### src/rtl/dmem_arbiter_if.sv
// Signal bundle between dmem_arbiter, its two requesters (CPU MEM stage and
// debug/loader port) and the single-port Data_Memory.
interface dmem_arbiter_if #(
    parameter int DATA_W = 32,
    parameter int ADDR_W = 32
);
    logic              cpu_req;
    logic              cpu_we;
    logic [ADDR_W-1:0] cpu_addr;
    logic [DATA_W-1:0] cpu_wdata;
    logic [DATA_W-1:0] cpu_rdata;
    logic              cpu_ready;
    logic              cpu_stall;

    logic              dbg_req;
    logic              dbg_we;
    logic [ADDR_W-1:0] dbg_addr;
    logic [DATA_W-1:0] dbg_wdata;
    logic [DATA_W-1:0] dbg_rdata;
    logic              dbg_ready;

    logic              mem_read;
    logic              mem_write;
    logic [ADDR_W-1:0] mem_addr;
    logic [DATA_W-1:0] mem_wdata;
    logic [DATA_W-1:0] mem_rdata;

    // Arbiter view
    modport slave (
        input  cpu_req, cpu_we, cpu_addr, cpu_wdata,
        output cpu_rdata, cpu_ready, cpu_stall,
        input  dbg_req, dbg_we, dbg_addr, dbg_wdata,
        output dbg_rdata, dbg_ready,
        output mem_read, mem_write, mem_addr, mem_wdata,
        input  mem_rdata
    );

    // Environment view: requesters plus memory
    modport master (
        output cpu_req, cpu_we, cpu_addr, cpu_wdata,
        input  cpu_rdata, cpu_ready, cpu_stall,
        output dbg_req, dbg_we, dbg_addr, dbg_wdata,
        input  dbg_rdata, dbg_ready,
        input  mem_read, mem_write, mem_addr, mem_wdata,
        output mem_rdata
    );
endinterface

### src/rtl/dmem_arbiter.sv
// Two-requester arbiter (CPU MEM stage, debug port) for the single-port data memory.
// Fixed CPU priority by default; define DMEM_ARB_RR_EN for round-robin arbitration.
module dmem_arbiter #(
    parameter int DATA_W    = 32,
    parameter int ADDR_W    = 32,
    parameter int MEM_WORDS = 64
) (
    input  logic          clk,
    input  logic          rst,
    dmem_arbiter_if.slave bus
);
    localparam int   NPORTS   = 2;
    localparam logic PORT_CPU = 1'b0;
    localparam logic PORT_DBG = 1'b1;

    typedef enum logic [1:0] {
        ST_IDLE   = 2'd0,
        ST_ACCESS = 2'd1,
        ST_DONE   = 2'd2
    } state_t;

    state_t            state_reg, state_next;
    logic              owner_reg, owner_next;
    logic              lat_we_reg, lat_we_next;
    logic [ADDR_W-1:0] lat_addr_reg, lat_addr_next;
    logic [DATA_W-1:0] lat_wdata_reg, lat_wdata_next;

    logic [NPORTS-1:0] req_vec;
    logic [NPORTS-1:0] we_vec;
    logic [ADDR_W-1:0] addr_vec  [NPORTS];
    logic [DATA_W-1:0] wdata_vec [NPORTS];
    logic [DATA_W-1:0] rdata_vec [NPORTS];
    logic [NPORTS-1:0] ready_vec;

    logic              req_any;
    logic              winner;
    logic              in_range;
    logic              capture;
    logic              rd_strobe;
    logic              wr_strobe;
    logic [DATA_W-1:0] load_data;

    assign req_vec[PORT_CPU]   = bus.cpu_req;
    assign req_vec[PORT_DBG]   = bus.dbg_req;
    assign we_vec[PORT_CPU]    = bus.cpu_we;
    assign we_vec[PORT_DBG]    = bus.dbg_we;
    assign addr_vec[PORT_CPU]  = bus.cpu_addr;
    assign addr_vec[PORT_DBG]  = bus.dbg_addr;
    assign wdata_vec[PORT_CPU] = bus.cpu_wdata;
    assign wdata_vec[PORT_DBG] = bus.dbg_wdata;

    assign req_any  = |req_vec;
    assign in_range = (lat_addr_reg < ADDR_W'(MEM_WORDS));

    // Out-of-range loads and all stores return zero to the owner.
    assign load_data = (in_range && !lat_we_reg) ? bus.mem_rdata : '0;

`ifdef DMEM_ARB_RR_EN
    logic last_grant_reg, last_grant_next;

    always_ff @(posedge clk) begin
        if (rst) begin
            last_grant_reg <= PORT_DBG;
        end else begin
            last_grant_reg <= last_grant_next;
        end
    end

    always_comb begin
        last_grant_next = last_grant_reg;
        if (state_reg == ST_IDLE && req_any) begin
            last_grant_next = winner;
        end
    end

    // On contention the port that did not win last time is served.
    always_comb begin
        if (&req_vec) begin
            winner = ~last_grant_reg;
        end else begin
            winner = ~req_vec[PORT_CPU];
        end
    end
`else
    assign winner = ~req_vec[PORT_CPU];
`endif

    always_ff @(posedge clk) begin
        if (rst) begin
            state_reg     <= ST_IDLE;
            owner_reg     <= PORT_CPU;
            lat_we_reg    <= 1'b0;
            lat_addr_reg  <= '0;
            lat_wdata_reg <= '0;
        end else begin
            state_reg     <= state_next;
            owner_reg     <= owner_next;
            lat_we_reg    <= lat_we_next;
            lat_addr_reg  <= lat_addr_next;
            lat_wdata_reg <= lat_wdata_next;
        end
    end

    always_comb begin
        state_next     = state_reg;
        owner_next     = owner_reg;
        lat_we_next    = lat_we_reg;
        lat_addr_next  = lat_addr_reg;
        lat_wdata_next = lat_wdata_reg;
        capture        = 1'b0;
        rd_strobe      = 1'b0;
        wr_strobe      = 1'b0;
        case (state_reg)
            ST_IDLE: begin
                if (req_any) begin
                    state_next     = ST_ACCESS;
                    owner_next     = winner;
                    lat_we_next    = we_vec[winner];
                    lat_addr_next  = addr_vec[winner];
                    lat_wdata_next = wdata_vec[winner];
                end
            end
            ST_ACCESS: begin
                // Strobes are gated by rst so a reset here cannot corrupt memory.
                rd_strobe  = ~lat_we_reg & in_range & ~rst;
                wr_strobe  = lat_we_reg & in_range & ~rst;
                capture    = 1'b1;
                state_next = ST_DONE;
            end
            ST_DONE: begin
                state_next = ST_IDLE;
            end
            default: begin
                state_next = ST_IDLE;
            end
        endcase
    end

    genvar gi;
    generate
        for (gi = 0; gi < NPORTS; gi++) begin : g_port
            localparam logic PORT_ID = 1'(gi);
            logic [DATA_W-1:0] rdata_reg;

            always_ff @(posedge clk) begin
                if (rst) begin
                    rdata_reg <= '0;
                end else if (capture && owner_reg == PORT_ID) begin
                    rdata_reg <= load_data;
                end
            end

            assign rdata_vec[gi] = rdata_reg;
            assign ready_vec[gi] = (state_reg == ST_DONE) && (owner_reg == PORT_ID);
        end
    endgenerate

    assign bus.cpu_rdata = rdata_vec[PORT_CPU];
    assign bus.dbg_rdata = rdata_vec[PORT_DBG];
    assign bus.cpu_ready = ready_vec[PORT_CPU];
    assign bus.dbg_ready = ready_vec[PORT_DBG];
    assign bus.cpu_stall = bus.cpu_req & ~ready_vec[PORT_CPU];

    assign bus.mem_read  = rd_strobe;
    assign bus.mem_write = wr_strobe;
    assign bus.mem_addr  = lat_addr_reg;
    assign bus.mem_wdata = lat_wdata_reg;
endmodule

### src/flat_wrapper.sv
// flat-port wrapper written by rule: the top's interface ports become plain ports
module dmem_arbiter_flat 
#(
    parameter int DATA_W    = 32,
    parameter int ADDR_W    = 32,
    parameter int MEM_WORDS = 64
)
  (clk, rst, bus_cpu_req, bus_cpu_we, bus_cpu_addr, bus_cpu_wdata, bus_cpu_rdata, bus_cpu_ready, bus_cpu_stall, bus_dbg_req, bus_dbg_we, bus_dbg_addr, bus_dbg_wdata, bus_dbg_rdata, bus_dbg_ready, bus_mem_read, bus_mem_write, bus_mem_addr, bus_mem_wdata, bus_mem_rdata);
  dmem_arbiter_if #(.DATA_W(DATA_W), .ADDR_W(ADDR_W)) bus_i ();
  input  logic clk;
  input  logic rst;
  input wire logic [$bits(bus_i.cpu_req)-1:0] bus_cpu_req;
  input wire logic [$bits(bus_i.cpu_we)-1:0] bus_cpu_we;
  input wire logic [$bits(bus_i.cpu_addr)-1:0] bus_cpu_addr;
  input wire logic [$bits(bus_i.cpu_wdata)-1:0] bus_cpu_wdata;
  output wire logic [$bits(bus_i.cpu_rdata)-1:0] bus_cpu_rdata;
  output wire logic [$bits(bus_i.cpu_ready)-1:0] bus_cpu_ready;
  output wire logic [$bits(bus_i.cpu_stall)-1:0] bus_cpu_stall;
  input wire logic [$bits(bus_i.dbg_req)-1:0] bus_dbg_req;
  input wire logic [$bits(bus_i.dbg_we)-1:0] bus_dbg_we;
  input wire logic [$bits(bus_i.dbg_addr)-1:0] bus_dbg_addr;
  input wire logic [$bits(bus_i.dbg_wdata)-1:0] bus_dbg_wdata;
  output wire logic [$bits(bus_i.dbg_rdata)-1:0] bus_dbg_rdata;
  output wire logic [$bits(bus_i.dbg_ready)-1:0] bus_dbg_ready;
  output wire logic [$bits(bus_i.mem_read)-1:0] bus_mem_read;
  output wire logic [$bits(bus_i.mem_write)-1:0] bus_mem_write;
  output wire logic [$bits(bus_i.mem_addr)-1:0] bus_mem_addr;
  output wire logic [$bits(bus_i.mem_wdata)-1:0] bus_mem_wdata;
  input wire logic [$bits(bus_i.mem_rdata)-1:0] bus_mem_rdata;
  assign bus_i.cpu_req = bus_cpu_req;
  assign bus_i.cpu_we = bus_cpu_we;
  assign bus_i.cpu_addr = bus_cpu_addr;
  assign bus_i.cpu_wdata = bus_cpu_wdata;
  assign bus_cpu_rdata = bus_i.cpu_rdata;
  assign bus_cpu_ready = bus_i.cpu_ready;
  assign bus_cpu_stall = bus_i.cpu_stall;
  assign bus_i.dbg_req = bus_dbg_req;
  assign bus_i.dbg_we = bus_dbg_we;
  assign bus_i.dbg_addr = bus_dbg_addr;
  assign bus_i.dbg_wdata = bus_dbg_wdata;
  assign bus_dbg_rdata = bus_i.dbg_rdata;
  assign bus_dbg_ready = bus_i.dbg_ready;
  assign bus_mem_read = bus_i.mem_read;
  assign bus_mem_write = bus_i.mem_write;
  assign bus_mem_addr = bus_i.mem_addr;
  assign bus_mem_wdata = bus_i.mem_wdata;
  assign bus_i.mem_rdata = bus_mem_rdata;
  dmem_arbiter #(.DATA_W(DATA_W), .ADDR_W(ADDR_W), .MEM_WORDS(MEM_WORDS)) u_core (.clk(clk), .rst(rst), .bus(bus_i));
endmodule
### config.mk
export PLATFORM = sky130hd
export DESIGN_NAME = dmem_arbiter_flat
export DESIGN_NICKNAME = d
export VERILOG_FILES = /design/src/rtl/dmem_arbiter_if.sv /design/src/rtl/dmem_arbiter.sv /design/src/flat_wrapper.sv
export SDC_FILE = /design/constraint.sdc
export NUM_CORES = 1
export LEC_CHECK = 0
export ABC_AREA = 1
export ABC_CLOCK_PERIOD_IN_PS = 1600
export BUFFER_PORTS_ARGS = -buffer_cell sky130_fd_sc_hd__buf_2
export CAP_MARGIN = 20
export CORE_MARGIN = 2
export CORE_UTILIZATION = 30
export DETAILED_ROUTE_END_ITERATION = 8
export PLACE_DENSITY = 0.58
export SYNTH_ARGS = -nofsm -noshare
export SYNTH_HDL_FRONTEND = slang
export SYNTH_SLANG_ARGS = --single-unit
### constraint.sdc
create_clock -name clk -period 1.6 [get_ports clk]
set_input_delay 0 -clock clk [delete_from_list [all_inputs] [get_ports clk]]
set_output_delay 0 -clock clk [all_outputs]
set_load 0.02 [all_outputs]
==> metrics <==
status=finished, violations left; violated checks=setup timing; setup tns final=-0.1258 ns; crit path max fanout=3; Final WS setup=-0.06303 ns; hold path depth=4; critical path data required time=1.60 ns; Max stage delay on crit path=0.32 ns; crit path DAT=1.66 ns; maximum number of pins on one net before global-route repair=95; fmax=601.3 MHz; RSZ-0062 raised after global routing=true; slowest stage cell, crit path=dfxtp_2; Fin Clk Skew=0.009691 ns; syn nets=825; WHS Endpoint=u_core.bus.mem_wdata[24]; share of cells above drive strength 1=0.3725; die area=18,110 sq um; drt pass-1 iters=6; htree depth=4; prevailing post-synth register cell=dfxtp_1; routed len/inst=15.12 microns; Final Max Slew Viols=0; # setup viols final=3; CP Capture Type=output pin; hold wc startpoint=bus_cpu_req; YS warnings=0; fin crit share=1.039; most frequent cells in the layout=buf_2, dlygate4sd3_1, nand2_1, o21ai_0, dfxtp_1; DR DRC count=0; antenna viol nets, final=0; Reg clk slew, reported paths=0.06 ns; Cell variety after synth=18; CTS Sinks=132; worst flop-to-flop path startpoint=u_core.bus.mem_addr[27]; mean post-synth cell area=7.762 sq um; Post-Route Hold Slack=0.04679 ns; Rows=47; DRT iter0 DRCs=298; Max Cap Viol=0; worst hold path type=in2reg; dpl cell area=6865 sq um; GRT Util Overall=0.2197; Area growth, synth to finish=85.98%; Hold Fails Final Rpt=0; core footprint=16,640 sq um; #FFs+latches synth=132; Top-Level Pins=299; fin area=9513 sq um; Startpoint Class=register; post-DP HPWL=12.17 mm; crit path cell chain=nor2_1 > nand2_1 > nor2_4 > nand2_2 > nor2_4 > buf_12 > and3_4 > buf_6; Die Span Y=134.6 microns; clk_lat worst skew=0.41 ns; Fill cells=1,434; Gate Count Post-Synth=659; Vias/cell=4.916; root buf cell=clkbuf_16; async set-reset flop share out of synthesis=0; Longest Clk Path Bufs=2; worst ir drop on vdd=692.5 uV; Antenna Cells=0; pwr dens=1050 nW/um^2; CP Class=reg2out; Die W=134.6 microns; worst slack, placed=-0.04140 ns; Final Net Count=1,275; commonest non-fill, non-tap cell in the layout=buf_2; Port Buf Inserts=298; CTS buffer count=17; Total Routed Length=20.29 mm; CTS tree=done; sequential share of the synthesized area=0.5166; Relative slew margins=0.5259; Synth Cell Area=5115 sq um; Crit Reg-Reg Endpoint=u_core.bus.dbg_rdata[14]; number of synthesized flops with an enable pin=0; Via Count=6,597; Initial Util=0.3073; number of global-route vias before repair=6,414; RD Place Congestion=0.7944; Worst Tran Pin Value=0.7111 ns; Leak=4.331 nW; initial antenna violation count=0; Final min period=1.663 ns; Crit path top cell by count=nor2_4; Worst R2R Path Depth=9; total gr overflow=0; global-route wire length before repair=31.91 mm; Reg2Reg Setup Slack=0 ns
==> synthesized netlist by cell type, types with 3 or more instances <==
cell	number	area [sq um]
a31oi_1	65	406.6
nand2_1	139	521.8
o21ai_0	131	655.6
nand3_1	32	160.2
nor2_1	21	78.83
dfxtp_1	132	2643
buf_4	3	22.52
inv_1	5	18.77
a21oi_1	65	325.3
clkbuf_1	44	165.2
buf_2	11	55.05
==> worst max-delay path by stage <==
stage / depth (start not counted) / slack, ns / end / from
final: 8 / -0.06 / bus_mem_read / u_core.bus.mem_addr[27]
after global routing: 8 / -0.15 / bus_mem_write / u_core.bus.mem_addr[27]
after CTS: 8 / -0.14 / bus_mem_read / u_core.bus.mem_addr[27]
after detailed placement: 8 / -0.04 / u_core.bus.cpu_rdata[16] / u_core.bus.mem_addr[28]
after global placement: 8 / -0.02 / bus_mem_write / u_core.bus.mem_addr[28]
after floorplan: 8 / 0.31 / u_core.bus.dbg_rdata[10] / u_core.bus.mem_addr[14]
==> per-stage QoR <==
stage          total power [mW]  instances  utilization
6_report                  9.991       1342       0.5716
5_1_grt                   10.41       1342       0.5716
4_1_cts                   10.01       1342       0.5577
3_5_place_dp              5.556       1135       0.4125
3_3_place_gp              5.561       1135       0.4125
2_1_floorplan             4.806        659            -
==> timing repair <==
item	in CTS	in global routing
resized for setup	17	51
hold endpoints to repair	132	0
gates cloned	1	0
buffers inserted	10	0
hold buffers	165	0
endpoints found under the setup margin	51	66
pin swaps	9	16
==> layout make-up <==
class	count	area, sq um	area share
tap	220	275.3	0.02894
inverter	7	27.53	0.002894
timing repair buffer	491	3495	0.3674
clock buffer	21	470.5	0.04945
clock inverter	11	150.1	0.01578
multi-input combinational	460	2445	0.2570
sequential	132	2650	0.2786
==> metal layers <==
layer	global-route usage	vias to the layer above	routed length, microns
met5	0	-	0
met4	0.1152	0	840
met3	0.05968	67	1537
met2	0.3569	335	9263
met1	0.2665	2985	8647
li1	-	3210	-
==> cell families (layout without fill, tap and decap cells) <==
family,count (synthesis),count (layout),share of synthesized area
AO/OA/AOI/OAI,262,262,0.2723
flip-flops,132,132,0.5166
buffers and inverters,67,530,0.05406
AND/OR/NAND/NOR,198,198,0.1570
==> power by group <==
group | internal [mW] | total (mW) | switching, mW
logic | 0.919 | 2.16 | 1.24
registers | 3.60 | 3.77 | 0.166
clock network | 2.58 | 4.06 | 1.48
total | 7.10 | 9.99 | 2.89
==> worst max-delay path, delay by kind of cell (launching register included) <==
kind          cells  cell delay (ns)
buf+inv           2             0.23
flops             1             0.32
simple gates      6             0.71
Note: power is estimated with default switching activity, not from simulation.
